**src/rtl/booth_pkg.sv**
```systemverilog
// ----------------------------------------------------------------------------
// booth_pkg
// Shared types for the Booth multiplier sequencer:
//   state_t  - sequencer FSM states
//   res_t    - result record {product, tag, err} at the default widths
// No ports (package).
// ----------------------------------------------------------------------------
package booth_pkg;

   localparam int WIDTH_DEF = 4;
   localparam int TAG_W_DEF = 4;

   typedef enum logic [1:0] {
      IDLE    = 2'd0,
      LOAD    = 2'd1,
      WAIT    = 2'd2,
      CAPTURE = 2'd3
   } state_t;

   typedef struct packed {
      logic [2*WIDTH_DEF-1:0] product;
      logic [TAG_W_DEF-1:0]   tag;
      logic                   err;
   } res_t;

endpackage

```
**src/rtl/booth_result_fifo.sv**
```systemverilog
// ----------------------------------------------------------------------------
// booth_result_fifo
// Pointer-based result FIFO. Full/empty are derived from an occupancy count.
// Push and pop in the same cycle leave the count unchanged; a pop frees the
// slot in the same cycle, so push on full is accepted when a pop coincides.
// Ports:
//   clk, reset          clock, asynchronous active-low reset
//   push, push_data     write request and data
//   pop                 remove head (ignored when empty)
//   head                current head entry (0 after reset)
//   valid               FIFO not empty
//   full                FIFO holds DEPTH entries
// ----------------------------------------------------------------------------
module booth_result_fifo #(
   parameter int DEPTH  = 2,
   parameter int DATA_W = 8
) (
   input  logic              clk,
   input  logic              reset,
   input  logic              push,
   input  logic [DATA_W-1:0] push_data,
   input  logic              pop,
   output logic [DATA_W-1:0] head,
   output logic              valid,
   output logic              full
);

   localparam int PTR_W = (DEPTH > 1) ? $clog2(DEPTH) : 1;
   localparam int CNT_W = $clog2(DEPTH + 1);

   logic [DATA_W-1:0] mem_q [DEPTH];
   logic [DATA_W-1:0] mem_d [DEPTH];
   logic [PTR_W-1:0]  wr_q, wr_d, rd_q, rd_d;
   logic [CNT_W-1:0]  count_q, count_d;
   logic              do_push, do_pop;

   always_comb begin
      mem_d   = mem_q;
      wr_d    = wr_q;
      rd_d    = rd_q;
      count_d = count_q;
      do_pop  = pop && (count_q != '0);
      do_push = push && ((count_q != CNT_W'(DEPTH)) || do_pop);
      if (do_push) begin
         mem_d[wr_q] = push_data;
         wr_d        = wr_q + 1'b1;
      end
      if (do_pop) begin
         rd_d = rd_q + 1'b1;
      end
      case ({do_push, do_pop})
         2'b10:   count_d = count_q + 1'b1;
         2'b01:   count_d = count_q - 1'b1;
         default: count_d = count_q;
      endcase
   end

   always_ff @(posedge clk or negedge reset) begin
      if (!reset) begin
         for (int i = 0; i < DEPTH; i++) begin
            mem_q[i] <= '0;
         end
         wr_q    <= '0;
         rd_q    <= '0;
         count_q <= '0;
      end else begin
         mem_q   <= mem_d;
         wr_q    <= wr_d;
         rd_q    <= rd_d;
         count_q <= count_d;
      end
   end

   assign head  = mem_q[rd_q];
   assign valid = (count_q != '0);
   assign full  = (count_q == CNT_W'(DEPTH));

endmodule

```
**src/rtl/booth_mult_sequencer.sv**
```systemverilog
// ----------------------------------------------------------------------------
// booth_mult_sequencer
// Issues signed operand pairs to an external Booth multiplier and captures
// the product (or a timeout error) into a result FIFO with a sequence tag.
//
// state   | meaning
// --------+---------------------------------------------------------------
// IDLE    | multiplier held clear, accepting a pair when FIFO has room
// LOAD    | mul_load high with new operands for LOAD_CYCLES cycles
// WAIT    | multiplier running; wait for mul_done or TIMEOUT_CYCLES
// CAPTURE | push {product, tag, err} into the result FIFO
//
// Ports:
//   clk, reset                       clock, asynchronous active-low reset
//   in_valid/in_ready                operand handshake
//   in_multiplicand, in_multiplier   signed operands
//   mul_load                         multiplier clear/load (high = clear)
//   mul_multiplicand, mul_multiplier registered operands to the multiplier
//   mul_product, mul_done            multiplier result and done level
//   res_valid/res_ready              result handshake (FIFO head)
//   res_product, res_tag, res_err    result fields
//   busy                             FSM not in IDLE
// ----------------------------------------------------------------------------
module booth_mult_sequencer
   import booth_pkg::*;
#(
   parameter int WIDTH          = WIDTH_DEF,
   parameter int RES_DEPTH      = 2,
   parameter int LOAD_CYCLES    = 1,
   parameter int TIMEOUT_CYCLES = 15,
   parameter int TAG_W          = TAG_W_DEF
) (
   input  logic               clk,
   input  logic               reset,
   input  logic               in_valid,
   output logic               in_ready,
   input  logic [WIDTH-1:0]   in_multiplicand,
   input  logic [WIDTH-1:0]   in_multiplier,
   output logic               mul_load,
   output logic [WIDTH-1:0]   mul_multiplicand,
   output logic [WIDTH-1:0]   mul_multiplier,
   input  logic [2*WIDTH-1:0] mul_product,
   input  logic               mul_done,
   output logic               res_valid,
   input  logic               res_ready,
   output logic [2*WIDTH-1:0] res_product,
   output logic [TAG_W-1:0]   res_tag,
   output logic               res_err,
   output logic               busy
);

   localparam int CNT_MAX = (LOAD_CYCLES > TIMEOUT_CYCLES) ? LOAD_CYCLES : TIMEOUT_CYCLES;
   localparam int CNT_W   = $clog2(CNT_MAX + 1);
   localparam int RES_W   = 2*WIDTH + TAG_W + 1;

   state_t               state_q, state_d;
   logic [CNT_W-1:0]     cnt_q, cnt_d;
   logic [WIDTH-1:0]     mcand_q, mcand_d;
   logic [WIDTH-1:0]     mplier_q, mplier_d;
   logic [TAG_W-1:0]     tag_q, tag_d;
   logic [TAG_W-1:0]     cur_tag_q, cur_tag_d;
   logic [2*WIDTH-1:0]   prod_q, prod_d;
   logic                 err_q, err_d;
   logic                 live_q, live_d;
   logic                 fifo_full;
   logic                 push;
   logic                 accept;
   logic [RES_W-1:0]     push_data;
   logic [RES_W-1:0]     head;

   // live_q keeps in_ready low while reset is asserted and for the first
   // cycle after release.
   assign in_ready = live_q && (state_q == IDLE) && !fifo_full;
   assign accept   = in_valid && in_ready;

   always_comb begin
      state_d   = state_q;
      cnt_d     = cnt_q;
      mcand_d   = mcand_q;
      mplier_d  = mplier_q;
      tag_d     = tag_q;
      cur_tag_d = cur_tag_q;
      prod_d    = prod_q;
      err_d     = err_q;
      live_d    = 1'b1;
      push      = 1'b0;
      case (state_q)
         IDLE: begin
            if (accept) begin
               mcand_d   = in_multiplicand;
               mplier_d  = in_multiplier;
               cur_tag_d = tag_q;
               tag_d     = tag_q + 1'b1;
               cnt_d     = CNT_W'(LOAD_CYCLES - 1);
               state_d   = LOAD;
            end
         end
         LOAD: begin
            if (cnt_q == '0) begin
               // cnt_q counts WAIT cycles from 1 so the timeout compare reads
               // directly as "this is WAIT cycle TIMEOUT_CYCLES".
               cnt_d   = CNT_W'(1);
               state_d = WAIT;
            end else begin
               cnt_d = cnt_q - 1'b1;
            end
         end
         WAIT: begin
            if (mul_done) begin
               prod_d  = mul_product;
               err_d   = 1'b0;
               state_d = CAPTURE;
            end else if (cnt_q == CNT_W'(TIMEOUT_CYCLES)) begin
               prod_d  = '0;
               err_d   = 1'b1;
               state_d = CAPTURE;
            end else begin
               cnt_d = cnt_q + 1'b1;
            end
         end
         CAPTURE: begin
            // The slot was reserved at accept, so this push always lands.
            push    = 1'b1;
            state_d = IDLE;
         end
         default: state_d = IDLE;
      endcase
   end

   always_ff @(posedge clk or negedge reset) begin
      if (!reset) begin
         state_q   <= IDLE;
         cnt_q     <= '0;
         mcand_q   <= '0;
         mplier_q  <= '0;
         tag_q     <= '0;
         cur_tag_q <= '0;
         prod_q    <= '0;
         err_q     <= 1'b0;
         live_q    <= 1'b0;
      end else begin
         state_q   <= state_d;
         cnt_q     <= cnt_d;
         mcand_q   <= mcand_d;
         mplier_q  <= mplier_d;
         tag_q     <= tag_d;
         cur_tag_q <= cur_tag_d;
         prod_q    <= prod_d;
         err_q     <= err_d;
         live_q    <= live_d;
      end
   end

   assign mul_load         = (state_q != WAIT);
   assign mul_multiplicand = mcand_q;
   assign mul_multiplier   = mplier_q;
   assign busy             = (state_q != IDLE);
   assign push_data        = {prod_q, cur_tag_q, err_q};

   booth_result_fifo #(
      .DEPTH  (RES_DEPTH),
      .DATA_W (RES_W)
   ) u_res_fifo (
      .clk       (clk),
      .reset     (reset),
      .push      (push),
      .push_data (push_data),
      .pop       (res_valid && res_ready),
      .head      (head),
      .valid     (res_valid),
      .full      (fifo_full)
   );

   assign res_product = head[RES_W-1 -: 2*WIDTH];
   assign res_tag     = head[TAG_W:1];
   assign res_err     = head[0];

endmodule

```
**config.mk**
```make
export PLATFORM = sky130hd
export DESIGN_NAME = booth_mult_sequencer
export DESIGN_NICKNAME = d
export VERILOG_FILES = /design/src/rtl/booth_pkg.sv /design/src/rtl/booth_result_fifo.sv /design/src/rtl/booth_mult_sequencer.sv
export SDC_FILE = /design/constraint.sdc
export NUM_CORES = 1
export LEC_CHECK = 0
export CAP_MARGIN = 20
export CORE_MARGIN = 4
export CORE_UTILIZATION = 30
export DETAILED_ROUTE_END_ITERATION = 6
export MAX_ROUTING_LAYER = met4
export PLACE_DENSITY_LB_ADDON = 0.08
export SLEW_MARGIN = 20
export SYNTH_ARGS = -nofsm -noshare
export SYNTH_HDL_FRONTEND = slang
export SYNTH_HIERARCHICAL = 1
export SYNTH_SLANG_ARGS = --single-unit
```
**constraint.sdc**
```tcl
create_clock -name clk -period 2.2 [get_ports clk]
set_input_delay 0.66 -clock clk [delete_from_list [all_inputs] [get_ports clk]]
set_output_delay 0.66 -clock clk [all_outputs]
set_load 0.02 [all_outputs]
```
==> summary.txt <==
Global routing
  • Met1 usage: ~16%
  • Number of global-route vias before repair: 2137
  • GRT Total Usage: 12.3%
  • GRT Max-Usage Layer: met2
  • First-pass GRT wire length: roughly 11000 um
  • Number of antenna violations at the first check in global routing: 0
  • Largest net degree at the start of global routing: 35
  • GRT met2 Usage: between 15 and 20%
  • Met3 Usage GRT: 4.50%
  • GRT overflow: 0

Finish
  • Share of layout cells above drive strength 1: 41.7%
  • Fill count: approximately 990
  • Most common cell after layout, fill and taps aside: dfrtp_1
  • Final std cells w/o fill: 433
  • Layout area overhead: 28.4%
  • Number of inserted diodes: 0
  • Fin nets: 325
  • Most frequent cells in the layout: dfrtp_1, mux2_2, clkdlybuf4s50_1

Logic synthesis
  • Syn Std Cell Area: 0.00304 mm2
  • Number of synthesis warnings: 6
  • Largest family of logic cells by synthesized area: multiplexers
  • FF+latch count, synth: 62
  • Seq/Total Area, Yosys: 51.0%
  • Post-synthesis xor/xnor area fraction: 1.44%
  • EDFF count, synth: 0
  • Asr flop ratio synth: 100%
  • Adder-cell share of the synthesized area: 3.71%
  • Ys flop type: dfrtp_1
  • Multiplexer share of the synthesized area: ~22%
  • Mean Syn Cell Area: 13.6 um2
  • Synth Area in Compound Gates: 7.99%
  • Post-Syn Nets: 254
  • Cells after Synth: 224
  • Yosys cell types: 45
  • Post-Synth Simple-Gate Area: 9.02%

Hold path
  • Hold crit path type: primary input to asynchronous set/reset pin

Placed design
  • Placed Cells: 416
  • Placement Setup Slack: -0.0615 ns
  • Buffers added on ports: 45
  • Final Wtd Congestion: ~0.7
  • HPWL Detailed: ~4400 um

Pwr
  • Leak: around 1.8 nW
  • Final Total Pwr: 5.95 mW
  • Pwr Density: roughly 1500 mW/mm2
  • Peak supply drop: 0.518 mV

Die
  • Core area: 0.00982 mm2
  • Initial Util: 31.0%
  • I/O pin cnt: 46
  • Die area: 0.0118 mm2
  • Die Width: 109 um
  • FP Rows: 36
  • Die height: 109 um

STA
  • Pins Over Slew Limit: 0
  • Max Clock Freq: 468 MHz
  • Clock skew: 0.00966 ns
  • Setup_tns: 0 ns
  • Minimum clock period: ~2.1 ns
  • Final setup fails: 0
  • Final setup margin: between 0.06 and 0.07 ns
  • Count of final hold-check violations: 0
  • Final worst-path cycle share: 97.1%

Clock network
  • Worst-path clk slew: approximately 0.080 ns
  • Worst skew pair latency: 0.34 ns
  • Postcts setup bufs: 0
  • H-tree levels: 3
  • CTS tree: built
  • Max clock buf depth: 2
  • Clock sinks: between 60 and 70
  • Root buf cell: clkbuf_8
  • Cts bufs inserted: 9

Detailed routing
  • Drt pass-1 iters: 4
  • Vias per cell: 4.51
  • DRC viols: 0
  • Routed Wire Length: 6400 um
  • Vias after detailed routing: a little under 2000
  • DRT iter0 DRCs: 60
  • Routed Antenna Nets: 0
  • WL per Instance: 14.8 um

Flow run
  • Total of max-cap violations: 0

Worst setup path
  • Cell Chain, Critical Path: buf_12, mux2_2, clkdlybuf4s15_2
  • Crit Path Category: register to output pin
  • Crit-path max FO: 6
  • Slowest CP cell: dfrtp_2
  • CP arrival: 1.48 ns
  • Crit path launch type: register
  • Critical Path RT: 1.54 ns
  • Critical Path Max Stage Delay: 0.43 ns
  • Worst setup EP type: output pin

Run status
  • Status: complete, no violations
## synth_stat cells (all sizes together) (3+ instances only)
master / n / area share, %
nor2: 8 / 1.1
dfrtp: 62 / 51
nand2: 10 / 1.6
buf: 7 / 2.4
inv: 10 / 1.2
a32o: 3 / 0.99
a21oi: 7 / 1.2
ha: 9 / 3.7
nor3: 4 / 1.2
mux2: 54 / 22
a22o: 8 / 2.3
and2: 3 / 0.70
nand2b: 3 / 0.62
xor2: 3 / 0.86
nand3: 5 / 0.99
## sequential cells by signal (all words and copies together) (netlist names)
| register | count |
|---|---|
| mul_multiplier | 4 |
| cur_tag_q | 4 |
| live_q | 1 |
| tag_q | 4 |
| mul_multiplicand | 4 |
| u_res_fifo/mem_q | 26 |
| u_res_fifo/rd_q | 1 |
| u_res_fifo/count_q | 2 |
| err_q | 1 |
| prod_q | 8 |
| cnt_q | 4 |
| state_q | 2 |
| u_res_fifo/wr_q | 1 |
## path summary, 6_finish.rpt
path | to | cells past startpoint | slack [ns] | from
max reg2reg | u_res_fifo/mem_q[5]$_DFFE_PN0P_ | 7 | 0.20 | u_res_fifo/count_q[1]$_DFFE_PN0P_
max in group asynchronous | cur_tag_q[2]$_DFFE_PN0P_ | 2 | 1.21 | reset
min | prod_q[2]$_DFFE_PN0P_ | 1 | 0.22 | reset
min reg2reg | tag_q[3]$_DFFE_PN0P_ | 1 | 0.47 | tag_q[3]$_DFFE_PN0P_
min in group clk | tag_q[3]$_DFFE_PN0P_ | 1 | 0.47 | tag_q[3]$_DFFE_PN0P_
max | res_tag[1] | 3 | 0.06 | u_res_fifo/rd_q$_DFFE_PN0P_
## cell type report
type | count | area, um2 | area share [%]
clock inverters | 6 | 62.6 | 1.60
multi-input cells | 143 | 1360 | 34.9
flip-flops and latches | 62 | 1550 | 39.8
inverters | 10 | 37.5 | 0.962
repair buffers | 69 | 594 | 15.2
well taps | 133 | 166 | 4.26
clock buffers | 10 | 128 | 3.27
## power by group
group          total, mW  switching (mW)  internal (mW)  leakage (nW)
clock network      0.967           0.448          0.519        0.0883
registers           1.96           0.345           1.62         0.786
logic               3.02            1.38           1.64         0.934
## kinds of logic (layout without fill, tap and decap cells)
family / after synthesis / in the layout
DFF: 62 / 62
muxes: 54 / 54
and+or+nand+nor: 43 / 43
AOI/OAI and AO/OA: 31 / 31
buffers and inverters: 19 / 95
adders and majority gates: 9 / 9
xor gates and xnor gates: 5 / 5
other: 1 / 1
## repair_timing
action                                  4_1_cts  5_1_grt
hold buffers                                  0        0
gates resized for setup                      40       19
endpoints found under the setup margin       17       17
cloned                                        0        1
## worst max-delay path: cells and delay by family, from the launching register on
family | cells | cell delay (ns)
buffers and inverters | 2 | 0.38
flip-flops | 1 | 0.43
multiplexers | 1 | 0.32
## layer usage
| metal | wire, um | share of wire, % |
|---|---|---|
| met1 | 3160 | 49 |
| met2 | 2930 | 46 |
| met3 | 250 | 3.9 |
| met4 | 55 | 0.86 |
| met5 | 0 | 0 |
## metrics by stage
step	instance area (um2)	utilization (%)	hold WS (ns)
floorplan	3040	-	0.364
global placement	3760	38.3	0.460
detailed placement	3760	38.3	0.464
CTS	3960	40.3	0.209
global route	3900	39.8	0.213
finish	3900	39.8	0.218
Power figures use the tool's default switching activity.
